## src/rtl/pokey_kbd_irq.sv

```systemverilog
// POKEY keyboard interrupt block: synchronises the key scanner, debounces CONFIRM,
// and maintains KBCODE, keyboard SKSTAT bits, KEY/BREAK IRQST bits and the IRQ line.
module pokey_kbd_irq #(
  parameter int unsigned SYNC_STAGES     = 2,
  parameter int unsigned DEBOUNCE_CYCLES = 8
) (
  input  logic       clk179,
  input  logic       rst,
  input  logic [1:0] key_state,
  input  logic [3:0] keycode,
  input  logic       shift_L,
  input  logic       ctrl_L,
  input  logic       break_L,
  input  logic       irqen_wr,
  input  logic       skres_wr,
  input  logic [7:0] data_in,
  output logic [7:0] kbcode,
  output logic [2:0] skstat_kbd,
  output logic [1:0] irqst_kbd,
  output logic       irq_L
);

  localparam logic [1:0] ST_UP   = 2'd0;
  localparam logic [1:0] ST_QUAL = 2'd1;
  localparam logic [1:0] ST_DOWN = 2'd2;

  localparam logic [1:0] KS_IDLE    = 2'b00;
  localparam logic [1:0] KS_CONFIRM = 2'b10;
  localparam logic [7:0] CNT_DONE   = 8'(DEBOUNCE_CYCLES);

  logic [SYNC_STAGES-1:0][8:0] r_sync;
  logic                        r_brk_prev;
  logic [1:0]                  r_state;
  logic [7:0]                  r_cnt;
  logic [1:0]                  r_irqen;

  logic [8:0] w_async;
  logic [1:0] w_ks_s;
  logic [3:0] w_kc_s;
  logic       w_sh_s;
  logic       w_ct_s;
  logic       w_bk_s;
  logic       w_brk_fall;
  logic [1:0] w_state_next;
  logic [7:0] w_cnt_next;
  logic       w_key_evt;
  logic [1:0] w_irqst_next;
  logic       w_ovr_next;

  assign w_async    = {key_state, keycode, shift_L, ctrl_L, break_L};
  assign w_ks_s     = r_sync[SYNC_STAGES-1][8:7];
  assign w_kc_s     = r_sync[SYNC_STAGES-1][6:3];
  assign w_sh_s     = r_sync[SYNC_STAGES-1][2];
  assign w_ct_s     = r_sync[SYNC_STAGES-1][1];
  assign w_bk_s     = r_sync[SYNC_STAGES-1][0];
  assign w_brk_fall = r_brk_prev & ~w_bk_s;

  // Synchronisers and break edge history run free so reset does not restart them.
  always_ff @(posedge clk179) begin
    r_sync[0] <= w_async;
    for (int unsigned i = 1; i < SYNC_STAGES; i++) begin
      r_sync[i] <= r_sync[i-1];
    end
    r_brk_prev <= w_bk_s;
  end

  always_comb begin
    w_state_next = r_state;
    w_cnt_next   = r_cnt;
    w_key_evt    = 1'b0;
    case (r_state)
      ST_UP: begin
        if (w_ks_s == KS_CONFIRM) begin
          w_cnt_next = 8'd1;
          if (CNT_DONE == 8'd1) begin
            w_state_next = ST_DOWN;
            w_key_evt    = 1'b1;
          end else begin
            w_state_next = ST_QUAL;
          end
        end
      end
      ST_QUAL: begin
        if (w_ks_s == KS_CONFIRM) begin
          w_cnt_next = r_cnt + 8'd1;
          if (w_cnt_next == CNT_DONE) begin
            w_state_next = ST_DOWN;
            w_key_evt    = 1'b1;
          end
        end else begin
          w_state_next = ST_UP;
          w_cnt_next   = '0;
        end
      end
      ST_DOWN: begin
        if (w_ks_s == KS_IDLE) begin
          w_state_next = ST_UP;
          w_cnt_next   = '0;
        end
      end
      default: begin
        w_state_next = ST_UP;
        w_cnt_next   = '0;
      end
    endcase
  end

  // Priority: SKRES < overrun, and an IRQEN clear beats any same-edge event.
  always_comb begin
    w_irqst_next = irqst_kbd;
    w_ovr_next   = skstat_kbd[2];
    if (skres_wr) w_ovr_next = 1'b1;
    if (w_key_evt && r_irqen[0]) begin
      if (!irqst_kbd[0]) w_ovr_next      = 1'b0;
      else               w_irqst_next[0] = 1'b0;
    end
    if (w_brk_fall && r_irqen[1]) w_irqst_next[1] = 1'b0;
    if (irqen_wr) begin
      if (!data_in[6]) w_irqst_next[0] = 1'b1;
      if (!data_in[7]) w_irqst_next[1] = 1'b1;
    end
  end

  always_ff @(posedge clk179) begin
    if (rst) begin
      r_state    <= ST_UP;
      r_cnt      <= '0;
      r_irqen    <= '0;
      kbcode     <= '0;
      skstat_kbd <= '1;
      irqst_kbd  <= '1;
      irq_L      <= 1'b1;
    end else begin
      r_state    <= w_state_next;
      r_cnt      <= w_cnt_next;
      if (irqen_wr) r_irqen <= data_in[7:6];
      if (w_key_evt) kbcode <= {~w_ct_s, ~w_sh_s, 2'b00, w_kc_s};
      skstat_kbd <= {w_ovr_next, w_sh_s, (w_state_next == ST_UP)};
      irqst_kbd  <= w_irqst_next;
      irq_L      <= &irqst_kbd;
    end
  end

endmodule

```

## config.mk

```make
export PLATFORM = sky130hd
export DESIGN_NAME = pokey_kbd_irq
export DESIGN_NICKNAME = d
export VERILOG_FILES = /design/src/rtl/pokey_kbd_irq.sv
export SDC_FILE = /design/constraint.sdc
export NUM_CORES = 1
export LEC_CHECK = 0
export ABC_AREA = 1
export CAP_MARGIN = 20
export CORE_UTILIZATION = 25
export CTS_BUF_LIST = sky130_fd_sc_hd__clkbuf_16
export DETAILED_ROUTE_END_ITERATION = 10
export SLEW_MARGIN = 10
export SYNTH_ARGS = -nofsm -noshare
export SYNTH_HDL_FRONTEND = slang
export SYNTH_SLANG_ARGS = --single-unit
```

## constraint.sdc

```tcl
create_clock -name clk179 -period 2 [get_ports clk179]
set_clock_uncertainty 0.05 [all_clocks]
set_input_delay 0.4 -clock clk179 [delete_from_list [all_inputs] [get_ports clk179]]
set_output_delay 0.4 -clock clk179 [all_outputs]
set_load 0.05 [all_outputs]
```

After elaboration in Yosys (flattened, before gate mapping):

Index checks and enable logic that the tools add are counted.

* logic and storage cells: 48
* bits in registers: 43
* input port bits: 21
* output and inout port bits: 14

* equality and inequality tests: 6
* bitwise operators: 4
* reductions and logical operators: 7
* mux-type cells: 20
* add/subtract/negate cells: 1

Operator list (number)
* 8-bit 2-to-1 mux: 3
* 8-bit case mux with 3 select lines: 1
* 1-bit 2-to-1 mux: 10
* 2-bit 2-to-1 mux: 5
* 8-bit by 1-bit adder with 8-bit output (second input constant): 1
* 8-bit by 4-bit == test with 1-bit output (second input constant): 1
* 2-bit zero test: 3
* 2-bit case mux with 3 select lines: 1
* 2-bit == test (second input constant): 2
* 2-bit inequality test (second input constant): 2
* 2-bit AND reduction: 2
* 1-bit inverter: 3
* 2-bit by 1-bit == test with 1-bit output (second input constant): 1
* 1-bit logical AND: 2
* 1-bit bitwise AND: 1

Longest topological paths before layout:

Gate-level depths: netlist (run 1).

* word-level depth: 9
* depth in mapped cells: 12

Worst setup path before layout (run 1):

OpenSTA, ideal clock, no wires.

* kind: register to register
* from: register r_cnt[1]
* to: register irqst_kbd[0]
* data required time: 1.832 ns
* setup time: 0.118 ns
* slack: 0.397 ns
* cell stages (with the launch flop): 11
* clock period less this slack: 1.603 ns
* data arrival time: 1.436 ns
* cells stage by stage: dfxtp_1 -> ha_1 -> nand3_2 -> nand2_1 -> nand2_1 -> nor2_1 -> nand3_2 -> nor2_8 -> nand2_4 -> o21ai_1 -> nand2_1

* cells in the longest elaborated chain, start to end: 9

RTL lines
* start, declared: RTL line 34 `logic [7:0] r_cnt;`
* start signal, assigned: RTL line 135 `r_cnt <= w_cnt_next;`
* 8-bit by 1-bit adder with 8-bit output (*): RTL line 85 `w_cnt_next = r_cnt + 8'd1;`
* 8-bit by 4-bit == test with 1-bit output (*): RTL line 86 `if (w_cnt_next == CNT_DONE) begin`
* 1-bit 2-to-1 mux (*): RTL line 86
* 1-bit 2-to-1 mux (*): RTL line 84 `if (w_ks_s == KS_CONFIRM) begin`
* 1-bit 2-to-1 mux (*): RTL line 71 `case (r_state)`
* 1-bit logical AND (*): RTL line 113 `if (w_key_evt && r_irqen[0]) begin`
* 1-bit 2-to-1 mux (*): RTL line 113
* 1-bit 2-to-1 mux: RTL line 119 `if (!data_in[6]) w_irqst_next[0] = 1'b1;`
* 2-bit 2-to-1 mux (*): RTL line 118 `if (irqen_wr) begin`
* end signal, assigned: RTL line 139 `irqst_kbd <= w_irqst_next;`
* end, declared: RTL line 19 `output logic [1:0] irqst_kbd,`

Every way passes the cells marked *; elsewhere a longest branch is shown, timed or not.
A chain may end at the register's enable or synchronous reset.

Worst setup path in the final report (run 1):

* from: register irqst_kbd[0]
* to: output irqst_kbd[0]

No word-level cell between the ends.

==> results.sh, run 1 <==
export IMPL_worst_setup_path_end_kind="output port"
export IMPL_synth_cells=192
export IMPL_r2r_end="irqst_kbd[0]"
export IMPL_critPathLaunchType="flop"
export IMPL_cts_clk_slew_worst_paths_ps=60
export IMPL_fin_util_pct=34.9
export IMPL_portBuffers=26
export IMPL_place_ws_ps=172
export IMPL_drcViolationCount=0
export IMPL_ctsHoldBuffers=0
export IMPL_synth_compound_area_share_pct=7.63
export IMPL_intPower_mw=1.51
export IMPL_reg2reg_setup_slack_ps=180
export IMPL_cts_tree="done"
export IMPL_root_buffer="clkbuf_16"
export IMPL_final_common_cell="nand2_1"
export IMPL_wl_per_cell_um=8.73
export IMPL_power_switching_uw=374
export IMPL_min_period_ps=1900
export IMPL_layout_common_cells="44 x nand2_1, 43 x dfxtp_1, 32 x inv_1, 26 x clkdlybuf4s50_1, 18 x nor2_1"
export IMPL_fmax_ghz=0.526
export IMPL_worst_pin_slew_ps=499
export IMPL_period_share_pct=95.0
export IMPL_critical_path_top_delay_family="buffers and inverters"
export IMPL_antenna_left=0
export IMPL_hold_class="reg2reg"
export IMPL_avgSynthCellArea_um2=8.20
export IMPL_p_seq_share_pct=47.4
export IMPL_min_from="r_sync[5]"
export IMPL_path_cells="clkdlybuf4s50_1"
export IMPL_critical_path_class="reg2out"
export IMPL_ys_ff_latch=43
export IMPL_die_w_um=81.3
export IMPL_synth_area_mm2=0.00157
export IMPL_antenna_cells=0
export IMPL_grt_usage_pct=9.03
export IMPL_r2r_worst_path_cells=10
export IMPL_r2r_start="r_cnt[1]"
export IMPL_max_cap_viol_count=0
export IMPL_htreeDepth=2
export IMPL_timing_setup_tns_ps=0
export IMPL_nFillCells=611
export IMPL_floorplan_die_area_mm2=0.00662
export IMPL_ys_warnings_count=0
export IMPL_grt_max_degree=14
export IMPL_dp_hpwl_mm=1.85
export IMPL_synth_simple_gate_area_share_pct=25.4
export IMPL_path_buf_inv=1
export IMPL_core_mm2=0.00599
export IMPL_p_sw_share_pct=19.8
export IMPL_synth_xor_area_share_pct=0.556
export IMPL_finalPower_mw=1.88
export IMPL_ir_worst_vdd_mv=0.546
export IMPL_finalHoldViolCount=0
export IMPL_status="finished clean"
export IMPL_area_growth_pct=33.0
export IMPL_synth_top_family_by_area="simple AND/OR/NAND/NOR gates"
export IMPL_cts_sinks=43
export IMPL_fp_row_count=28
export IMPL_vias=1220
export IMPL_slowest_delay_ps=810
export IMPL_antenna_found_initial=0
export IMPL_io_pins=35
export IMPL_gr_total_overflow=0
export IMPL_slew_viol_final=0
export IMPL_leakage_nw=0.883
export IMPL_synthAdderAreaFrac_pct=1.59
export IMPL_clk_path_buf_depth=2
export IMPL_drive_above_1_share_pct=10.2
export IMPL_cp_slowest_cell="clkdlybuf4s50_1"
export IMPL_drt_iter0_markers=58
export IMPL_power_clock_fraction_pct=47.5
export IMPL_slew_headroom_pct=66.6
export IMPL_postCtsSetupBuffers=0
export IMPL_start_util_pct=26.3
export IMPL_ys_seq_area_share_pct=54.7
export IMPL_critical_path_depth=1
export IMPL_numCtsBuffers=5
export IMPL_cp_endpoint="irqst_kbd[0]"
export IMPL_synth_cell_types=27
export IMPL_critPathArrivalTime_ps=1450
export IMPL_setup_worst_path_start="irqst_kbd[0]"
export IMPL_clk_latency_ps=280
export IMPL_setup_viol=0
export IMPL_first_pass_iters=4
export IMPL_cts_repair_resized=0
export IMPL_dieHeight_um=81.3
export IMPL_required_ps=1550
export IMPL_grt_first_pass_wirelength_mm=4.51
export IMPL_cp_max_fo=3
export IMPL_synth_area_mux_share_pct=0
export IMPL_p_comb_share_pct=5.1
export IMPL_first_global_vias=1098
export IMPL_powerDensity_mw_per_mm2=900
export IMPL_nets=248
export IMPL_wirelength_mm=2.62
export IMPL_finalWorstSetupSlack_ps=100
export IMPL_gp_congestion=0.740
export IMPL_rsz0062_at_grt="false"
export IMPL_viasPerCell=4.07
[how the worst min path moves through the flow]
stage                            end  depth (start not counted)
final                     r_sync[14]                          0
after global routing      r_sync[14]                          0
after CTS                 r_sync[15]                          0
after detailed placement  r_sync[15]                          0
after global placement    r_sync[14]                          0
after floorplan           r_sync[10]                          0
[per-stage QoR]
| stage | instances | hold slack, ps | area (um^2) |
|---|---|---|---|
| 2_1_floorplan | 193 | 260 | 1580 |
| 3_3_place_gp | 293 | 260 | 1930 |
| 3_5_place_dp | 293 | 262 | 1930 |
| 4_1_cts | 300 | 276 | 2090 |
| 5_1_grt | 300 | 283 | 2090 |
| 6_report | 300 | 275 | 2090 |
[layout make-up]
class | instances | area, um^2 | share of cell area [%]
Sequential cell | 43 | 861 | 41.1
Multi-Input combinational cell | 111 | 562 | 26.8
Timing Repair Buffer | 29 | 283 | 13.5
Inverter | 35 | 131 | 6.28
Clock buffer | 5 | 125 | 5.98
Tap cell | 75 | 93.8 | 4.48
Clock inverter | 2 | 37.5 | 1.79
[power by group through the flow]
stage | Sequential [mW] | Clock (mW) | Combinational [mW]
floorplan | 0.921 | 0 | 0.0442
global placement | 0.912 | 0 | 0.0961
detailed placement | 0.913 | 0 | 0.0965
CTS | 0.894 | 0.923 | 0.0968
global route | 0.895 | 0.957 | 0.106
finish | 0.894 | 0.894 | 0.0960
[state kept, by name, summed over array words and instances (netlist names)]
name	cells
r_sync	18
r_cnt	8
kbcode	6
skstat_kbd	3
irqst_kbd	2
r_irqen	2
r_state	2
irq_L	1
r_brk_prev	1
[logic make-up after synthesis]
family / Yosys count
adders and majority gates: 2
and+or+nand+nor: 83
buffers and inverters: 39
DFF: 43
other: 1
AOI/OAI and AO/OA: 23
xor gates and xnor gates: 1
[Yosys cell counts]
cell type / instances / share of area [%]
nand2_1: 44 / 10
dfxtp_1: 43 / 55
inv_1: 32 / 7.6
nor2_1: 18 / 4.3
a21oi_1: 13 / 4.1
o21ai_0: 7 / 2.2
nand3b_1: 4 / 1.9
inv_2: 3 / 0.72
nand3_1: 3 / 0.95
nand3_2: 3 / 1.9
buf_4: 2 / 0.95
ha_1: 2 / 1.6
nand4_1: 2 / 0.79
nor2_2: 2 / 0.79
o21bai_1: 2 / 0.95
buf_2: 1 / 0.32
clkbuf_1: 1 / 0.24
conb_1: 1 / 0.24
nand2_2: 1 / 0.40
nand2_4: 1 / 0.72
nor2_4: 1 / 0.72
nor2_8: 1 / 1.3
nor3_1: 1 / 0.32
nor3b_1: 1 / 0.48
o21ai_1: 1 / 0.32
or2_2: 1 / 0.40
xor2_1: 1 / 0.56
[metal layers]
| metal | global-route usage, % | vias up | part of all wire, % |
|---|---|---|---|
| met4 | 6.25 | 0 | 3.4 |
| met1 | 9.38 | 531 | 46 |
| li1 | - | 644 | - |
| met5 | 0 | - | 0 |
| met2 | 15.8 | 33 | 46 |
| met3 | 2.36 | 12 | 4.5 |
Note: power is estimated with default switching activity, not from simulation.
==> inputs of run 2 (changes only) <==
--- a/config.mk
+++ b/config.mk
@@ -14,3 +14,4 @@
 export SYNTH_ARGS = -nofsm -noshare
 export SYNTH_HDL_FRONTEND = slang
 export SYNTH_SLANG_ARGS = --single-unit
+export TNS_END_PERCENT = 10
==> results of run 2 <==
No change in the layout: final DEF, timing and power equal those of run 1.
